--- config.mk ---
export PLATFORM = sky130hd
export DESIGN_NAME = serial_dp_loader_flat
export DESIGN_NICKNAME = d
export VERILOG_FILES = /design/src/rtl/serial_dp_loader_if.sv /design/src/rtl/serial_dp_loader.sv /design/src/flat_wrapper.sv
export SDC_FILE = /design/constraint.sdc
export NUM_CORES = 1
export LEC_CHECK = 0
export BUFFER_PORTS_ARGS = -buffer_cell sky130_fd_sc_hd__buf_4
export CAP_MARGIN = 20
export CORE_MARGIN = 5
export CORE_UTILIZATION = 25
export CTS_CLUSTER_DIAMETER = 30
export DETAILED_ROUTE_END_ITERATION = 10
export MAX_ROUTING_LAYER = met4
export PLACE_DENSITY = 0.49
export SYNTH_ARGS = -nofsm -noshare
export SYNTH_HDL_FRONTEND = slang
export SYNTH_SLANG_ARGS = --single-unit
--- constraint.sdc ---
create_clock -name CLK -period 2.46 [get_ports CLK]
set_input_delay 0.123 -clock CLK [delete_from_list [all_inputs] [get_ports CLK]]
set_output_delay 0.123 -clock CLK [all_outputs]
set_load 0.02 [all_outputs]
--- src/rtl/serial_dp_loader_if.sv ---
// Bus bundle for serial_dp_loader: load control, serial input and memory write port.
interface serial_dp_loader_if #(
   parameter int unsigned WORD_W       = 16,
   parameter int unsigned MAX_FEATURES = 15,
   parameter int unsigned ADDR_WIDTH   = 12,
   parameter int unsigned LANES        = 1
);
   logic                                 START;
   logic [3:0]                           FEAT;
   logic [ADDR_WIDTH-1:0]                DATA_POINTS;
   logic [LANES-1:0]                     S;
   logic                                 S_VALID;
   logic                                 WR_EN;
   logic [ADDR_WIDTH-1:0]                WR_ADDR;
   logic [WORD_W*(MAX_FEATURES+1)-1:0]   WR_DATA;
   logic                                 BUSY;
   logic                                 DONE;
   logic                                 ERR;

   // Loader side.
   modport slave (
      input  START, FEAT, DATA_POINTS, S, S_VALID,
      output WR_EN, WR_ADDR, WR_DATA, BUSY, DONE, ERR
   );

   // Stimulus / host side.
   modport master (
      output START, FEAT, DATA_POINTS, S, S_VALID,
      input  WR_EN, WR_ADDR, WR_DATA, BUSY, DONE, ERR
   );
endinterface

--- src/rtl/serial_dp_loader.sv ---
// Multi-lane serial-to-parallel loader: assembles words from qualified serial lanes, packs
// FEAT+1 words per record (highest word first) and writes records at incrementing addresses.
module serial_dp_loader #(
   parameter int unsigned WORD_W       = 16,
   parameter int unsigned MAX_FEATURES = 15,
   parameter int unsigned ADDR_WIDTH   = 12,
   parameter int unsigned LANES        = 1,
   parameter bit          MSB_FIRST    = 1'b0
) (
   input logic               CLK,
   input logic               RST_N,
   serial_dp_loader_if.slave bus
);
   localparam int unsigned REC_W = WORD_W * (MAX_FEATURES + 1);
   localparam int unsigned BW    = $clog2(WORD_W);
   localparam logic [3:0]    MaxFeat = 4'(MAX_FEATURES);
   localparam logic [BW-1:0] LastBit = BW'(WORD_W - LANES);

   typedef enum logic [1:0] {StIdle, StLoad, StDone} state_e;

   state_e                r_state_q,    w_state_d;
   logic [3:0]            r_feat_q,     w_feat_d;
   logic [ADDR_WIDTH-1:0] r_dp_q,       w_dp_d;
   logic [BW-1:0]         r_bit_cnt_q,  w_bit_cnt_d;
   logic [3:0]            r_word_idx_q, w_word_idx_d;
   logic [ADDR_WIDTH-1:0] r_rec_cnt_q,  w_rec_cnt_d;
   logic [WORD_W-1:0]     r_word_q,     w_word_d;
   logic [REC_W-1:0]      r_buf_q,      w_buf_d;
   logic                  r_wr_en_q,    w_wr_en_d;
   logic [ADDR_WIDTH-1:0] r_wr_addr_q,  w_wr_addr_d;
   logic [REC_W-1:0]      r_wr_data_q,  w_wr_data_d;
   logic                  r_err_q,      w_err_d;

   logic [WORD_W-1:0]     w_word;
   logic [REC_W-1:0]      w_buf;
   logic [BW-1:0]         w_bidx;

   // State register and all datapath registers.
   always_ff @(posedge CLK or negedge RST_N) begin
      if (!RST_N) begin
         r_state_q    <= StIdle;
         r_feat_q     <= '0;
         r_dp_q       <= '0;
         r_bit_cnt_q  <= '0;
         r_word_idx_q <= '0;
         r_rec_cnt_q  <= '0;
         r_word_q     <= '0;
         r_buf_q      <= '0;
         r_wr_en_q    <= 1'b0;
         r_wr_addr_q  <= '0;
         r_wr_data_q  <= '0;
         r_err_q      <= 1'b0;
      end else begin
         r_state_q    <= w_state_d;
         r_feat_q     <= w_feat_d;
         r_dp_q       <= w_dp_d;
         r_bit_cnt_q  <= w_bit_cnt_d;
         r_word_idx_q <= w_word_idx_d;
         r_rec_cnt_q  <= w_rec_cnt_d;
         r_word_q     <= w_word_d;
         r_buf_q      <= w_buf_d;
         r_wr_en_q    <= w_wr_en_d;
         r_wr_addr_q  <= w_wr_addr_d;
         r_wr_data_q  <= w_wr_data_d;
         r_err_q      <= w_err_d;
      end
   end

   // Next-state: start/error handling, lane sampling, word and record completion.
   always_comb begin
      w_state_d    = r_state_q;
      w_feat_d     = r_feat_q;
      w_dp_d       = r_dp_q;
      w_bit_cnt_d  = r_bit_cnt_q;
      w_word_idx_d = r_word_idx_q;
      w_rec_cnt_d  = r_rec_cnt_q;
      w_word_d     = r_word_q;
      w_buf_d      = r_buf_q;
      w_wr_en_d    = 1'b0;
      w_wr_addr_d  = r_wr_addr_q;
      w_wr_data_d  = r_wr_data_q;
      w_err_d      = r_err_q;
      w_word       = r_word_q;
      w_buf        = r_buf_q;
      w_bidx       = '0;

      unique case (r_state_q)
         StIdle, StDone: begin
            if (bus.START) begin
               if (bus.FEAT > MaxFeat) begin
                  w_err_d = 1'b1;
               end else begin
                  w_feat_d     = bus.FEAT;
                  w_dp_d       = bus.DATA_POINTS;
                  w_err_d      = 1'b0;
                  w_bit_cnt_d  = '0;
                  w_word_idx_d = bus.FEAT;
                  w_rec_cnt_d  = '0;
                  w_word_d     = '0;
                  w_buf_d      = '0;
                  w_state_d    = StLoad;
               end
            end else if (r_state_q == StDone && bus.S_VALID) begin
               // Data after the final record is an overrun; it is dropped.
               w_err_d = 1'b1;
            end
         end
         StLoad: begin
            if (bus.S_VALID) begin
               for (int k = 0; k < int'(LANES); k++) begin
                  if (MSB_FIRST) w_bidx = BW'(WORD_W - 1) - r_bit_cnt_q - BW'(k);
                  else           w_bidx = r_bit_cnt_q + BW'(k);
                  w_word[w_bidx] = bus.S[k];
               end
               w_word_d = w_word;
               if (r_bit_cnt_q == LastBit) begin
                  w_bit_cnt_d = '0;
                  w_word_d    = '0;
                  for (int j = 0; j <= int'(MAX_FEATURES); j++) begin
                     if (r_word_idx_q == 4'(j)) w_buf[j*WORD_W +: WORD_W] = w_word;
                  end
                  if (r_word_idx_q != 4'd0) begin
                     w_word_idx_d = r_word_idx_q - 4'd1;
                     w_buf_d      = w_buf;
                  end else begin
                     // Record complete: publish it and re-arm the buffer on the same edge.
                     w_wr_en_d    = 1'b1;
                     w_wr_addr_d  = r_rec_cnt_q;
                     w_wr_data_d  = w_buf;
                     w_buf_d      = '0;
                     w_word_idx_d = r_feat_q;
                     if (r_rec_cnt_q == r_dp_q) w_state_d   = StDone;
                     else                       w_rec_cnt_d = r_rec_cnt_q + 1'b1;
                  end
               end else begin
                  w_bit_cnt_d = r_bit_cnt_q + BW'(LANES);
               end
            end
         end
         default: w_state_d = StIdle;
      endcase
   end

   assign bus.WR_EN   = r_wr_en_q;
   assign bus.WR_ADDR = r_wr_addr_q;
   assign bus.WR_DATA = r_wr_data_q;
   assign bus.BUSY    = (r_state_q == StLoad);
   assign bus.DONE    = (r_state_q == StDone);
   assign bus.ERR     = r_err_q;
endmodule
--- src/flat_wrapper.sv ---
// flat-port wrapper written by rule: the top's interface ports become plain ports
module serial_dp_loader_flat 
#(
   parameter int unsigned WORD_W       = 16,
   parameter int unsigned MAX_FEATURES = 15,
   parameter int unsigned ADDR_WIDTH   = 12,
   parameter int unsigned LANES        = 1,
   parameter bit          MSB_FIRST    = 1'b0
)
  (CLK, RST_N, bus_START, bus_FEAT, bus_DATA_POINTS, bus_S, bus_S_VALID, bus_WR_EN, bus_WR_ADDR, bus_WR_DATA, bus_BUSY, bus_DONE, bus_ERR);
  serial_dp_loader_if #(.WORD_W(WORD_W), .MAX_FEATURES(MAX_FEATURES), .ADDR_WIDTH(ADDR_WIDTH), .LANES(LANES)) bus_i ();
  input logic CLK;
  input logic RST_N;
  input wire logic [$bits(bus_i.START)-1:0] bus_START;
  input wire logic [$bits(bus_i.FEAT)-1:0] bus_FEAT;
  input wire logic [$bits(bus_i.DATA_POINTS)-1:0] bus_DATA_POINTS;
  input wire logic [$bits(bus_i.S)-1:0] bus_S;
  input wire logic [$bits(bus_i.S_VALID)-1:0] bus_S_VALID;
  output wire logic [$bits(bus_i.WR_EN)-1:0] bus_WR_EN;
  output wire logic [$bits(bus_i.WR_ADDR)-1:0] bus_WR_ADDR;
  output wire logic [$bits(bus_i.WR_DATA)-1:0] bus_WR_DATA;
  output wire logic [$bits(bus_i.BUSY)-1:0] bus_BUSY;
  output wire logic [$bits(bus_i.DONE)-1:0] bus_DONE;
  output wire logic [$bits(bus_i.ERR)-1:0] bus_ERR;
  assign bus_i.START = bus_START;
  assign bus_i.FEAT = bus_FEAT;
  assign bus_i.DATA_POINTS = bus_DATA_POINTS;
  assign bus_i.S = bus_S;
  assign bus_i.S_VALID = bus_S_VALID;
  assign bus_WR_EN = bus_i.WR_EN;
  assign bus_WR_ADDR = bus_i.WR_ADDR;
  assign bus_WR_DATA = bus_i.WR_DATA;
  assign bus_BUSY = bus_i.BUSY;
  assign bus_DONE = bus_i.DONE;
  assign bus_ERR = bus_i.ERR;
  serial_dp_loader #(.WORD_W(WORD_W), .MAX_FEATURES(MAX_FEATURES), .ADDR_WIDTH(ADDR_WIDTH), .LANES(LANES), .MSB_FIRST(MSB_FIRST)) u_core (.CLK(CLK), .RST_N(RST_N), .bus(bus_i));
endmodule
==> impl.org <==
** Finish
- Sequential cell area :: 14110 um^2
- Finished Layout Cells :: 4158
- Share of the core filled with cells :: 36.19%
- Multi-input gate area in the final layout :: just under 9000 um^2
- In the final design database the tool counted 2812 nets.
- Growth of design area from synthesis to finish :: 43.55%
- Proportion of layout cells with a drive suffix above 1 :: about a quarter
- The filler cells instantiated in the layout total 9320.

** STA
- Final Max Slew Viols :: 0
- WHS :: roughly 0.024 ns
- The count of endpoints failing hold in the final timing report was 0.
- Derived from the worst setup path, the maximum achievable clock frequency is around 430 MHz.
- The final critical path takes up 95.48% of the cycle.
- At the pin with the least slew margin, the transition time is 1.002 ns.
- Worst slew slack as a fraction of its limit :: 32.94%
- The routed design could run at a clock period as short as 2.349 ns.
- Setup violations remaining at the end of the flow were counted as 0.
- Clock skew on the completed layout was measured at 0.03699 ns.
- After layout, the worst setup slack is roughly 0.11 ns.

** Power and ir drop
- Peak ir drop on the vdd network :: 0.0008339 V
- The analysis attributes to cell leakage a power of 0.01544 uW.
- In this run the power density over the cells is between 1000 and 1500 nW/um^2.

** Die
- The initial utilization of the core area, before any placement, comes to 25.21%.
- In this run the count of I/O pins placed on the die edge is 293.
- Placement row count :: 112
- Core ar. :: 93470 um^2
- Vertical extent of the die :: 317 um
- Area of the die :: 100500 um^2
- Die Wd :: 317 um

** Placement
- Before CTS, the worst setup slack after placement is -0.07009 ns.
- Placer Congestion :: 0.7737
- Summed over all nets, the half-perimeter wirelength after detailed placement is 56480 um.
- Number of I/O port buffers :: 292
- In this run, placement finished with an instance count of just under 4000.

** Synthesis
- The number of nets in the synthesized netlist is 2405.
- Synthesized cell area :: 23560 um^2
- Of the synthesized area, sequential elements account for 59.90%.
- Syn Area/Cell :: approximately 9.9 um^2
- The number of different library cells used by synthesis comes to 48.
- Most frequent cell after synthesis :: sky130_fd_sc_hd__dfrtp_1
- Predominant post-synthesis flop cell :: sky130_fd_sc_hd__dfrtp_1
- Number of synthesized register bits :: 564
- Counting flops with a built-in enable in the synthesized netlist gives 0.
- By count the netlist is led by sky130_fd_sc_hd__dfrtp_1, sky130_fd_sc_hd__nand2_1, sky130_fd_sc_hd__o21ai_0, sky130_fd_sc_hd__nor2_1, sky130_fd_sc_hd__a21oi_1.
- In the synthesized netlist the async set-or-reset flop fraction comes to 100.0%.
- Synthesized instance count :: around 2400
- Top area cells in the synthesized netlist :: sky130_fd_sc_hd__dfrtp_1, sky130_fd_sc_hd__nand2_1, sky130_fd_sc_hd__o21ai_0
- Top cell type by total area after synthesis :: sky130_fd_sc_hd__dfrtp_1
- For this run, the number of Yosys warnings is 0.
- Top-area cell type share of the netlist area :: roughly 60%

** Worst hold path
- Kind of path behind the tightest hold check :: in2async

** Detailed routing
- For this block, the initial DRC count from the detailed router was between 1500 and 2000.
- The routed design has about 86000 um of wire.
- The final route contains 19280 vias.
- DR vias/cell :: roughly 4.6
- Remaining routing DRC violations :: 0
- Remaining antenna violation count after routing :: 0
- Detailed-route wire length per cell :: 20.80 um
- DRT Pass-1 Iters :: 5

** Global routing
- In the global route stage, overall resource usage came out at 17.56%.
- GRT busiest layer :: met2
- Antenna violations before repair :: 3
- Met2 usage :: 27.47%
- For met3 alone, demand over resource in global routing was 3.747%.
- Entering global routing, the biggest net connects roughly 110 pins.
- GR Util met1 :: 23.09%
- Summed over all layers, the global routing overflow is 0.
- The via count of the first global-routing pass came to 19270.
- First-pass GRT wire length :: about 130000 um

** Worst setup path
- Highest fanout seen on the critical path :: 11
- Capturing element type of the critical path :: flip-flop
- Startpoint class of the critical path :: flip-flop
- STA puts the critical path data arrival time at 2.99 ns.
- Category of the critical setup timing path :: reg2reg
- Setup slack on the worst reg-to-reg path comes out at 0.11 ns.
- Measured in cells, the most critical reg-to-reg path has a length of 8.
- Reg-to-reg critical path endpoint :: u_core.r_rec_cnt_q[6]
- Data on the critical path is required at its endpoint by 3.10 ns.
- Origin of the critical flop-to-flop path :: u_core.r_word_idx_q[1]

** CTS
- Number of sinks on the clock net :: 564
- Clk pin slew, worst setup/hold paths :: approximately 0.04 ns
- The longest clock path from root to sink contains 3 buffers.
- TritonCTS clock tree :: done
- CTS Root Cell :: sky130_fd_sc_hd__clkbuf_16
- H-tree levels :: 4
- In this run, CTS created clock tree buffers numbering 150.
- Clk Latency, worst-skew pair :: 0.73 ns

** Status
- Outcome :: finished, final reports clean

** Flow run
- Max-cap violations :: 0
-- flip-flops by register name, indices dropped and copies added, names as in the netlist --
register	flops
u_core.bus.ERR	1
u_core.bus.WR_ADDR	12
u_core.bus.WR_DATA	256
u_core.bus.WR_EN	1
u_core.r_bit_cnt_q	4
u_core.r_buf_q	240
u_core.r_dp_q	12
u_core.r_feat_q	4
u_core.r_rec_cnt_q	12
u_core.r_state_q	2
u_core.r_word_idx_q	4
u_core.r_word_q	16
-- worst max-delay path, cell delays in order (launching register included) --
cell and delay, ns:
sky130_fd_sc_hd__dfrtp_1 0.37, sky130_fd_sc_hd__inv_1 0.15, sky130_fd_sc_hd__ha_1 0.19, sky130_fd_sc_hd__or3b_4 0.38, sky130_fd_sc_hd__buf_4 0.17, sky130_fd_sc_hd__o21ai_4 0.24
sky130_fd_sc_hd__nand2_4 0.12, sky130_fd_sc_hd__or4_1 0.51, sky130_fd_sc_hd__a21oi_1 0.15
-- worst max-delay path by stage --
stage	startpoint	end	slack, ns	cells past startpoint
after floorplan	u_core.r_word_idx_q[0]	u_core.r_buf_q[214]	0.21	10
after global placement	u_core.r_bit_cnt_q[0]	u_core.bus.WR_DATA[126]	-0.10	9
after detailed placement	u_core.r_bit_cnt_q[0]	u_core.bus.WR_DATA[126]	-0.07	9
after CTS	u_core.r_word_idx_q[1]	u_core.r_buf_q[216]	0.04	7
after global routing	u_core.r_word_idx_q[1]	u_core.r_rec_cnt_q[11]	-0.001	9
final	u_core.r_word_idx_q[1]	u_core.r_rec_cnt_q[6]	0.11	8
-- metal layers --
| layer | share of wire, % | vias to the layer above | wire length (um) |
|---|---|---|---|
| met5 | 0 | - | 0 |
| met4 | 2.0 | 0 | 1695 |
| met3 | 5.6 | 107 | 4840 |
| met2 | 48 | 573 | 41320 |
| met1 | 45 | 9497 | 38610 |
| li1 | - | 9101 | - |
-- layout by cell type, fill, tap and decap left out, drive strengths merged, types with 7 or more instances in the layout --
cell type	Yosys	layout
clkinvlp	0	10
nor3b	7	7
a22o	129	129
o31ai	8	8
mux2i	17	17
nand3	17	17
clkinv	0	46
nor2	276	276
or3	8	8
dfrtp	564	564
o21ai	298	298
buf	67	441
xor2	13	13
clkbuf	138	193
nand2	380	380
bufinv	0	21
inv	23	27
nand3b	9	9
ha	10	10
a21oi	251	251
dlygate4sd3	0	19
o2bb2ai	112	112
-- area by class of cell --
cell class	count	share of cell area [%]
diodes	1	0.007398
clock buffers	193	12.41
clock inverters	81	3.603
inverters	23	0.2737
multi-input cells	1582	25.76
flip-flops and latches	564	41.73
well taps	1254	4.639
repair buffers	460	11.58
-- power by group --
group / switching (uW) / leakage (uW) / internal [uW]
Clock: 6260 / 0.00264 / 14300
Combinational: 4720 / 0.00498 / 2300
Sequential: 612 / 0.00782 / 10100
-- cells by family (layout without fill, tap and decap cells) --
| group | count (synthesis) | in the layout | synth area share, % |
|---|---|---|---|
| compound gates | 810 | 810 | 21.49 |
| xor+xnor | 14 | 14 | 0.5204 |
| fa+ha+maj | 10 | 10 | 0.5310 |
| buf+inv | 228 | 757 | 4.222 |
| flops | 564 | 564 | 59.90 |
| mux | 17 | 17 | 0.7222 |
| other cells | 0 | 1 | 0 |
| simple gates | 731 | 731 | 12.62 |
-- through the flow --
| stage | cell area (um^2) | setup TNS (ns) | power, uW |
|---|---|---|---|
| floorplan | 23560 | 0 | 13950 |
| global placement | 28030 | -0.6496 | 17630 |
| detailed placement | 28060 | -0.6433 | 17690 |
| CTS | 33720 | 0 | 38550 |
| global route | 33820 | -0.002480 | 39700 |
| finish | 33820 | 0 | 38200 |
-- timing repair --
| item | 4_1_cts | 5_1_grt |
|---|---|---|
| endpoints found under the hold margin | 588 | 0 |
| setup endpoints to repair | 15 | 72 |
| pin swaps | 0 | 2 |
| setup buffers | 3 | 2 |
| gates cloned | 0 | 0 |
| hold buffers | 20 | 0 |
| gates resized for setup | 1 | 13 |
No activity file was read; power rests on OpenSTA's default activity.
